`src/rtl/lib_voq_islip_alloc_if.sv`:
```
// lib_voq_islip_alloc_if: request/enable inputs and match outputs of the iSLIP VOQ allocator
interface lib_voq_islip_alloc_if #(parameter int N = 4, parameter int M = 4);
  logic ce;
  logic [0:N-1][0:M-1] req;
  logic [0:M-1] out_en;
  logic [0:N-1][0:M-1] grant;
  logic [0:M-1][0:N-1] sel;
  logic [0:M-1] out_val;
  modport master (output ce, req, out_en, input grant, sel, out_val);
  modport slave (input ce, req, out_en, output grant, sel, out_val);
endinterface

```
`src/rtl/lib_voq_islip_alloc.sv`:
```
// lib_voq_islip_alloc: zero-latency iSLIP allocator for an NxM VOQ crossbar
// Define LIB_VOQ_ISLIP_TWO_ITER_EN to add a second, pointer-neutral match iteration.
module lib_voq_islip_alloc #(parameter int N = 4, parameter int M = 4) (
  input logic clk,
  input logic reset_n,
  lib_voq_islip_alloc_if.slave bus
);
  localparam int NW = $clog2(N);
  localparam int MW = $clog2(M);
  typedef logic [0:N-1][0:M-1] mat_t;
  typedef logic [M-1:0][NW-1:0] gp_t;
  typedef logic [N-1:0][MW-1:0] ap_t;
  gp_t g_ptr;
  ap_t a_ptr;
  mat_t elig, acc1, acc;
`ifdef LIB_VOQ_ISLIP_TWO_ITER_EN
  mat_t busy;
  logic [0:M-1] taken;
`endif
  function automatic mat_t islip(mat_t e, gp_t gp, ap_t ap);
    mat_t g, a;
    int x;
    logic hit;
    g = '0;
    a = '0;
    for (int j = 0; j < M; j++) begin
      hit = 1'b0;
      for (int k = 0; k < N; k++) begin
        x = (int'(gp[j]) + k) % N;
        if (!hit && e[x][j]) begin
          g[x][j] = 1'b1;
          hit = 1'b1;
        end
      end
    end
    for (int i = 0; i < N; i++) begin
      hit = 1'b0;
      for (int k = 0; k < M; k++) begin
        x = (int'(ap[i]) + k) % M;
        if (!hit && g[i][x]) begin
          a[i][x] = 1'b1;
          hit = 1'b1;
        end
      end
    end
    return a;
  endfunction
  always_comb begin
    elig = '0;
    for (int i = 0; i < N; i++)
      for (int j = 0; j < M; j++)
        elig[i][j] = bus.req[i][j] & bus.out_en[j] & bus.ce & reset_n;
    acc1 = islip(elig, g_ptr, a_ptr);
`ifdef LIB_VOQ_ISLIP_TWO_ITER_EN
    taken = '0;
    busy = '0;
    for (int i = 0; i < N; i++) taken = taken | acc1[i];
    for (int i = 0; i < N; i++)
      for (int j = 0; j < M; j++)
        busy[i][j] = (|acc1[i]) | taken[j];
    acc = acc1 | islip(elig & ~busy, g_ptr, a_ptr);
`else
    acc = acc1;
`endif
    bus.grant = acc;
    bus.sel = '0;
    bus.out_val = '0;
    for (int i = 0; i < N; i++)
      for (int j = 0; j < M; j++) begin
        bus.sel[j][i] = acc[i][j];
        bus.out_val[j] = bus.out_val[j] | acc[i][j];
      end
  end
  // only first-iteration accepts move pointers; that keeps the pointers desynchronised
  always_ff @(posedge clk or negedge reset_n) begin
    if (!reset_n) begin
      g_ptr <= '0;
      a_ptr <= '0;
    end else begin
      for (int i = 0; i < N; i++)
        for (int j = 0; j < M; j++)
          if (acc1[i][j]) begin
            g_ptr[j] <= NW'((i + 1) % N);
            a_ptr[i] <= MW'((j + 1) % M);
          end
    end
  end
`ifndef SYNTHESIS
  always @(posedge clk) begin
    if (reset_n) begin
      for (int i = 0; i < N; i++) begin
        assert ($onehot0(bus.grant[i]));
        for (int j = 0; j < M; j++) assert (!bus.grant[i][j] || bus.req[i][j]);
      end
      for (int j = 0; j < M; j++) assert ($onehot0(bus.sel[j]));
    end
  end
`endif
endmodule

```
`src/flat_wrapper.sv`:
```
// flat-port wrapper written by rule: the top's interface ports become plain ports
module lib_voq_islip_alloc_flat 
#(parameter int N = 4, parameter int M = 4)
  (clk, reset_n, bus_ce, bus_req, bus_out_en, bus_grant, bus_sel, bus_out_val);
  lib_voq_islip_alloc_if #(.N(N), .M(M)) bus_i ();
  input logic clk;
  input logic reset_n;
  input wire logic [$bits(bus_i.ce)-1:0] bus_ce;
  input wire logic [$bits(bus_i.req)-1:0] bus_req;
  input wire logic [$bits(bus_i.out_en)-1:0] bus_out_en;
  output wire logic [$bits(bus_i.grant)-1:0] bus_grant;
  output wire logic [$bits(bus_i.sel)-1:0] bus_sel;
  output wire logic [$bits(bus_i.out_val)-1:0] bus_out_val;
  assign bus_i.ce = bus_ce;
  assign bus_i.req = bus_req;
  assign bus_i.out_en = bus_out_en;
  assign bus_grant = bus_i.grant;
  assign bus_sel = bus_i.sel;
  assign bus_out_val = bus_i.out_val;
  lib_voq_islip_alloc #(.N(N), .M(M)) u_core (.clk(clk), .reset_n(reset_n), .bus(bus_i));
endmodule
```
`config.mk`:
```
export PLATFORM = sky130hd
export DESIGN_NAME = lib_voq_islip_alloc_flat
export DESIGN_NICKNAME = d
export VERILOG_FILES = /design/src/rtl/lib_voq_islip_alloc_if.sv /design/src/rtl/lib_voq_islip_alloc.sv /design/src/flat_wrapper.sv
export SDC_FILE = /design/constraint.sdc
export NUM_CORES = 1
export LEC_CHECK = 0
export ABC_AREA = 0
export CAP_MARGIN = 40
export CORE_MARGIN = 2
export CORE_UTILIZATION = 50
export DETAILED_ROUTE_END_ITERATION = 8
export DONT_BUFFER_PORTS = 1
export PLACE_DENSITY = 0.75
export SYNTH_ARGS = -nofsm -noshare
export SYNTH_HDL_FRONTEND = slang
export SYNTH_SLANG_ARGS = --single-unit
export TNS_END_PERCENT = 20
```
`constraint.sdc`:
```
create_clock -name clk -period 4.1 [get_ports clk]
set_input_delay 0 -clock clk [delete_from_list [all_inputs] [get_ports clk]]
set_output_delay 0 -clock clk [all_outputs]
set_load 0.02 [all_outputs]
```
==> results of run 1 <==
==> cell type report <==
| type | count | share of cell area |
|---|---|---|
| well taps | 102 | 0.02665 |
| flip-flops and latches | 16 | 0.08388 |
| repair buffers | 64 | 0.1009 |
| clock buffers | 4 | 0.01150 |
| multi-input cells | 423 | 0.7481 |
| inverters | 37 | 0.02900 |
==> path summary, 6_finish.rpt <==
path	start	end	slack, ns	depth (start not counted)
worst max-delay path	u_core.g_ptr[1]	bus_out_val[2]	0.10	12
worst min-delay path	reset_n	u_core.g_ptr[1]	0.27	1
worst max register to register	u_core.g_ptr[2]	u_core.a_ptr[7]	0.28	14
worst min register to register	u_core.g_ptr[5]	u_core.g_ptr[5]	0.71	3
max in group asynchronous	reset_n	u_core.g_ptr[4]	3.28	1
min in group clk	reset_n	u_core.a_ptr[4]	0.69	7
==> registers in the layout, indices dropped and copies added (netlist names) <==
name and flops:
u_core.g_ptr 8, u_core.a_ptr 8
==> per-stage QoR <==
| stage | worst slack, ns | std cells | setup TNS, ns | area, µm² |
|---|---|---|---|---|
| 2_1_floorplan | -0.03411 | 501 | -0.03411 | 4104 |
| 3_3_place_gp | 0.1804 | 625 | 0 | 4417 |
| 3_5_place_dp | 0.03694 | 625 | 0 | 4417 |
| 4_1_cts | 0.001045 | 632 | 0 | 4554 |
| 5_1_grt | -0.003800 | 646 | -0.006666 | 4788 |
| 6_report | 0.1025 | 646 | 0 | 4788 |
==> critical path, stage by stage (launching register included) <==
cell and delay (ns):
dfrtp_1 0.36, inv_1 0.08, ha_4 0.30, mux4_2 0.60, nand3b_1 0.12, a21boi_1 0.07
or3_1 0.44, mux2i_1 0.24, buf_4 0.16, a21oi_1 0.12, a221o_1 0.33, a211o_1 0.31
or4_4 0.61
==> repair_timing <==
action                                  CTS  global route
endpoints found under the hold margin    16             0
hold buffers                              1             0
gates cloned                              0             0
pin swaps                                 3            15
setup buffers                             2            14
resized for setup                        14            29
endpoints found under the setup margin    6            25
==> logic make-up (layout without fill, tap and decap cells) <==
logic type / after synthesis / after routing
compound gates: 150 / 150
fa+ha+maj: 50 / 50
simple gates: 193 / 193
mux: 30 / 30
buf+inv: 62 / 105
flops: 16 / 16
==> power groups by stage <==
| stage | Clock [µW] | Combinational [µW] | Sequential, µW |
|---|---|---|---|
| 2_1_floorplan | 0 | 2460 | 366 |
| 3_3_place_gp | 0 | 3130 | 372 |
| 3_5_place_dp | 0 | 3190 | 377 |
| 4_1_cts | 149 | 3280 | 376 |
| 5_1_grt | 159 | 3830 | 392 |
| 6_report | 149 | 3540 | 376 |
==> routing by layer <==
layer / vias to the layer above / global-route usage / share of wire
met5: - / 0 / 0
met4: 0 / 0.1014 / 0.037
met3: 45 / 0.04948 / 0.076
met2: 212 / 0.4423 / 0.48
met1: 2070 / 0.3355 / 0.41
li1: 2017 / - / -
==> layout by cell type, fill, tap and decap left out, types with 11 or more instances in the layout <==
cell type	instances
a21oi_1	22
buf_4	63
dfrtp_1	15
ha_1	46
inv_1	34
nand2_1	41
nand3_1	18
nand3b_1	11
nor2_1	14
nor3_1	16
nor3b_1	13
o21ai_0	21
==> results.md, run 1 <==
* Status: finished, final reports clean
* First-pass DRT Iterations at 5
* Drt via density at 6.724
* XOR/XNOR Fraction of Synth Area at 0
* Warnings, synthesis at 0
* Adder-cell share of the synthesized area at 0.1531
* Ys async rst share at 1.000
* Multi-input gate area at around 0.0036 mm²
* Required @ worst endpoint at between 4 and 5 ns
* CTS tree: done
* Ys flop type: dfrtp_1
* Grt total ovfl at 0
* Worst-path clk slew at 0.07 ns
* Mux share of post-synthesis cell area at 0.1105
* Die Y-Extent at 94.41 µm
* DR DRC count at 0
* Max transition margin at 0.4614
* RSZ-0062 raised after global routing: true
* Clk sinks at 16
* Hold Fails Final Rpt at 0
* Power Dens Cells at 849.6 mW/mm²
* Post-Synthesis Cells at roughly 500
* Layout cell share with drive strength beyond 1 at 0.2610
* Syn Nets at approximately 570
* Pint at around 1800 µW
* Site Rows at 32
* Final Power at 4068 µW
* CTS max path bufs at 2
* Switching Share at 0.5558
* CP arrival at 4.00 ns
* Fill count at 687
* Synth Area in Compound Gates at 0.2897
* Fin crit share at 0.9750
* Most common cell in the netlist: ha_1
* Distinct cells, synth at 81
* GP Congestion at ~0.95
* Most area-consuming cells after synthesis: ha_1 15%, dfrtp_1 9.8%, mux4_2 5.5%, nand2_1 3.9%, inv_1 3.3%
* Final HPWL from detailed placement at 9313 µm
* Initial antenna violation count at 0
* # IOs at a little under 60
* Crit path launch type: flop
* Main combinational cell family by area after synthesis: compound AO/OA/AOI/OAI gates
* Initial core utilization at 0.5234
* NumNets Final at approximately 620
* Critical path peak fanout at 8
* Worst skew pair latency at ~0.26 ns
* Die ar. at 0.008912 mm²
* Wirelength per Cell at 19.15 µm
* Routed Antenna Nets at 0
* EDFF count, synth at 0
* Routed Wire Length at 12370 µm
* First DRT Iteration DRCs at approximately 370
* Number of max-cap violations at 0
* Tightest Pin Transition at ~0.81 ns
* Synth Area in Simple Gates at 0.2740
* P&R area growth vs syn at 17.18%
* Final setup fails at 0
* Input/output buffers at 0
* Clock power frac at 0.037
* Fmax at between 0.2 and 0.3 GHz
* Max VDD drop at 0.7226 mV
* Period minus WS final at 3.998 ns
* Post-synthesis sequential area ratio at 0.09798
* CTS buffer count at 3
* Switch Pwr at approximately 2300 µW
* Synthesized area per cell at 8.157 µm²
* Vias in the first global route at just under 4000
* CP Class: flop to primary output
* Largest net degree at the start of global routing at 17
* Post-Syn Area at 0.004086 mm²
* Core area at 0.007807 mm²
* Top cell type's share of synthesized area at 0.1531
* Gate power share at 0.871
* Yosys reg bits at 16
* Clock Tree Root: clkbuf_8
* H-tree level count at 1
* Number of diodes at 0
* Slew Limit Fails at 0
* Hold crit path type: input port to async pin
* Top cells by count, synth: 50 x ha_1, 42 x nand2_1, 36 x inv_1
* WHS at 0.2720 ns
* Setup Skew at between 0.0015 and 0.002 ns
* Vias at about 4300
* Seq pwr share at 0.092
* Chip width at 94.41 µm
* FF/Latch Area at 401.6 µm²
* CP Capture Type: primary output
* Cell taking the most area after synthesis: ha_1
* Total GRT Usage at 0.2635
* Global-route wire length before repair at 18820 µm
* Final core utilization at 0.6133
* Leak Pwr at 0.002068 µW
Note: power is estimated with default switching activity, not from simulation.
==> inputs of run 2 (changes only) <==
CAP_MARGIN = 10   (was 40)
PLACE_DENSITY = 0.72   (was 0.75)
clock period = 3.9 ns   (was 4.1 ns; I/O delays follow)
==> run 2 against run 1 <==
Compared with the run above: routed wire length down 0.23%; cell count up 2.0%; clock power up 9%; critical path type unchanged; the run now ends with negative setup slack left; global-route usage up 1.4 points; largest cell class unchanged; sequential share of layout area down 0.22 points; first-iteration DRC count down 8.2%; via count down 0.64%; die area unchanged; sequential power up 7.2%; critical path depth down 1; clock skew up 0.0021 ns.
==> results.md, run 2 (synthesis gave the netlist of run 1 again) <==
* Worst flop-to-flop path endpoint: u_core.g_ptr[7]
* Worst-path clk slew at 0.08 ns (about the same)
* Tightest Pin Transition at 0.8678 ns (+0.06253 ns)
* Wirelength per Cell at 18.73 µm (-2.2%)
* CTS max path bufs at 2 (unchanged)
* Total GRT Usage at 0.2778 (+0.01434)
* Number of max-cap violations at 0 (unchanged)
* NumNets Final at 631 (+2.1%)
* P&R area growth vs syn at 20.36%
* Fmax at 0.2545 GHz
* Routed Wire Length at 12350 µm (-0.23%)
* First-pass DRT Iterations at 5 (unchanged)
* Die Y-Extent at 94.41 µm (unchanged)
* Vias in the first global route at 4049 (+3.1%)
* Switch Pwr at 2428 µW (+7.4%)
* Commonest non-fill, non-tap cell in the layout: buf_4
* Non-Filler Instances at 659 (+2.0%)
* Final setup fails at 3 (+3)
* Total negative setup slack at -0.04694 ns (-0.04694 ns)
* Final HPWL from detailed placement at 8935 µm (-4.1%)
* Slew Limit Fails at 0 (unchanged)
* Final worst slack at -0.02862 ns (-0.1311 ns)
* CP Capture Type: primary output
* Routed Antenna Nets at 0 (unchanged)
* GP Congestion at 0.9725 (+1.9%)
* Required @ worst endpoint at 3.90 ns (-0.20 ns)
* Period minus WS final at roughly 3.9 ns
* Initial core utilization at 0.5234 (unchanged)
* Leak Pwr at 0.002127 µW (+2.8%)
* Largest regs: u_core.a_ptr (8), u_core.g_ptr (8)
* Core area at 0.007807 mm² (unchanged)
* Number of diodes at 0 (unchanged)
* CTS tree: done
* Initial antenna violation count at 0 (unchanged)
* Met3 Wirelength at 929 µm (-1.6%)
* Hold Fails Final Rpt at 0 (unchanged)
* Clock Tree Root: clkbuf_8
* Critical path peak fanout at 5 (-3)
* Max VDD drop at 0.4916 mV (-32%)
* Fill count at 650 (-5.4%)
* Final core utilization at 0.6300 (+0.01667)
* Routed wl met2 at 5792 µm (-1.7%)
* Clk sinks at 16 (unchanged)
* CP Launch Point: u_core.g_ptr[1]
* Largest net degree at the start of global routing at 17 (unchanged)
* Fin crit share at 1.007
* Final Power at 4426 µW (+8.8%)
* Highest Signal Layer: met4
* RSZ-0062 raised after global routing: true
* Hold crit path type: input port to async pin
* FF-to-FF path depth at 13 (-1)
* Die ar. at 0.008912 mm² (unchanged)
* Chip width at 94.41 µm (unchanged)
* Seq pwr share at 0.091 (about the same)
* Drt via density at 6.549 (-2.6%)
* Placed cell count at 631 (+0.96%)
* Gate power share at 0.872 (about the same)
* Commonest cells after routing, fill and taps aside: 75 x buf_4, 46 x ha_1, 42 x nand2_1, 30 x inv_1, 21 x o21ai_0
* Reg2Reg Setup Slack at 0.16 ns (-0.12 ns)
* Metal1 wirelength at 5413 µm (+6.5%)
* Grt total ovfl at 0 (unchanged)
* Clock power frac at 0.037 (about the same)
* CTS buffer count at 3 (unchanged)
* First DRT Iteration DRCs at 338 (-8.2%)
* Power Dens Cells at 899.8 mW/mm² (+5.9%)
* Worst r2r src: u_core.g_ptr[1]
* Status: finished, violations left
* Site Rows at 32 (unchanged)
* Worst skew pair latency at 0.27 ns (about the same)
* Failing checks: negative setup slack
* CP arrival at 3.93 ns (-0.07 ns)
* Vias at 4316 (-0.64%)
* Switching Share at 0.5486 (-0.007171)
* Crit path launch type: flop
* Max transition margin at 0.4196 (-0.04183)
* Setup Skew at 0.003576 ns (+0.002063 ns)
* H-tree level count at 1 (unchanged)
* Layout cell share with drive strength beyond 1 at 0.2998 (+0.03879)
* Input/output buffers at 0 (unchanged)
* # IOs at 59 (unchanged)
* Pint at 1998 µW (+11%)
* CP Class: flop to primary output
* DR DRC count at 0 (unchanged)
* Global-route wire length before repair at 19860 µm (+5.5%)
[run 2: changes by cell type in the layout (fill, tap and decap cells not counted), sizes merged]
cell  change
buf      +13
[run 2: worst max path at each step]
stage,to,slack (ns),cells past startpoint
finish,bus_out_val[0],-0.03,11
global route,bus_out_val[3],-0.16,13
CTS,bus_out_val[3],0.005,13
detailed placement,bus_out_val[0],0.02,11
global placement,bus_out_val[0],0.14,11
floorplan,bus_out_val[0],0.004,13
[run 2: critical path: stages (launching register included)]
cell      delay [ns]
dfrtp_1         0.39
inv_2           0.08
ha_4            0.22
or3b_1          0.37
a2111o_1        0.45
a21boi_2        0.18
o31a_1          0.17
nor3_1          0.05
or4_4           0.55
o311a_4         0.18
a221o_2         0.45
or4_4           0.56
[run 2: area by class of cell]
type                            instances  area (µm²)  share of cell area
Clock buffer                            4       55.05             0.01119
Inverter                               37       138.9             0.02824
Multi-Input combinational cell        423        3611              0.7342
Sequential cell                        16       401.6             0.08166
Tap cell                              102       127.6             0.02595
Timing Repair Buffer                   77       584.3              0.1188
[run 2: power by group through the flow]
stage          logic (µW)  clock network, µW  registers, µW
2_1_floorplan        2670                  0            388
3_3_place_gp         3380                  0            394
3_5_place_dp         3450                  0            396
4_1_cts              3740                163            395
5_1_grt              4170                169            416
6_report             3860                163            403
[run 2: routing by layer]
metal  track usage  vias to the layer above
li1              -                     2039
met1        0.3597                     2073
met2        0.4780                      177
met3       0.05826                       27
met4       0.05918                        0
met5             0                        -
[run 2: per-stage QoR]
stage | worst slack, ns | hold slack (ns) | instance area [µm²]
2_1_floorplan | 0.003793 | -0.2956 | 4170
3_3_place_gp | 0.1394 | -0.2951 | 4519
3_5_place_dp | 0.02151 | -0.2950 | 4519
4_1_cts | 0.004726 | 0.3026 | 4865
5_1_grt | -0.1572 | 0.3329 | 4918
6_report | -0.02862 | 0.2915 | 4918
[run 2: what timing repair did]
| item | 4_1_cts | 5_1_grt |
|---|---|---|
| buffers inserted | 22 | 1 |
| endpoints found under the hold margin | 16 | 0 |
| setup endpoints to repair | 7 | 17 |
| pin swaps | 33 | 4 |
| hold buffers | 1 | 0 |
| gates resized for setup | 26 | 15 |
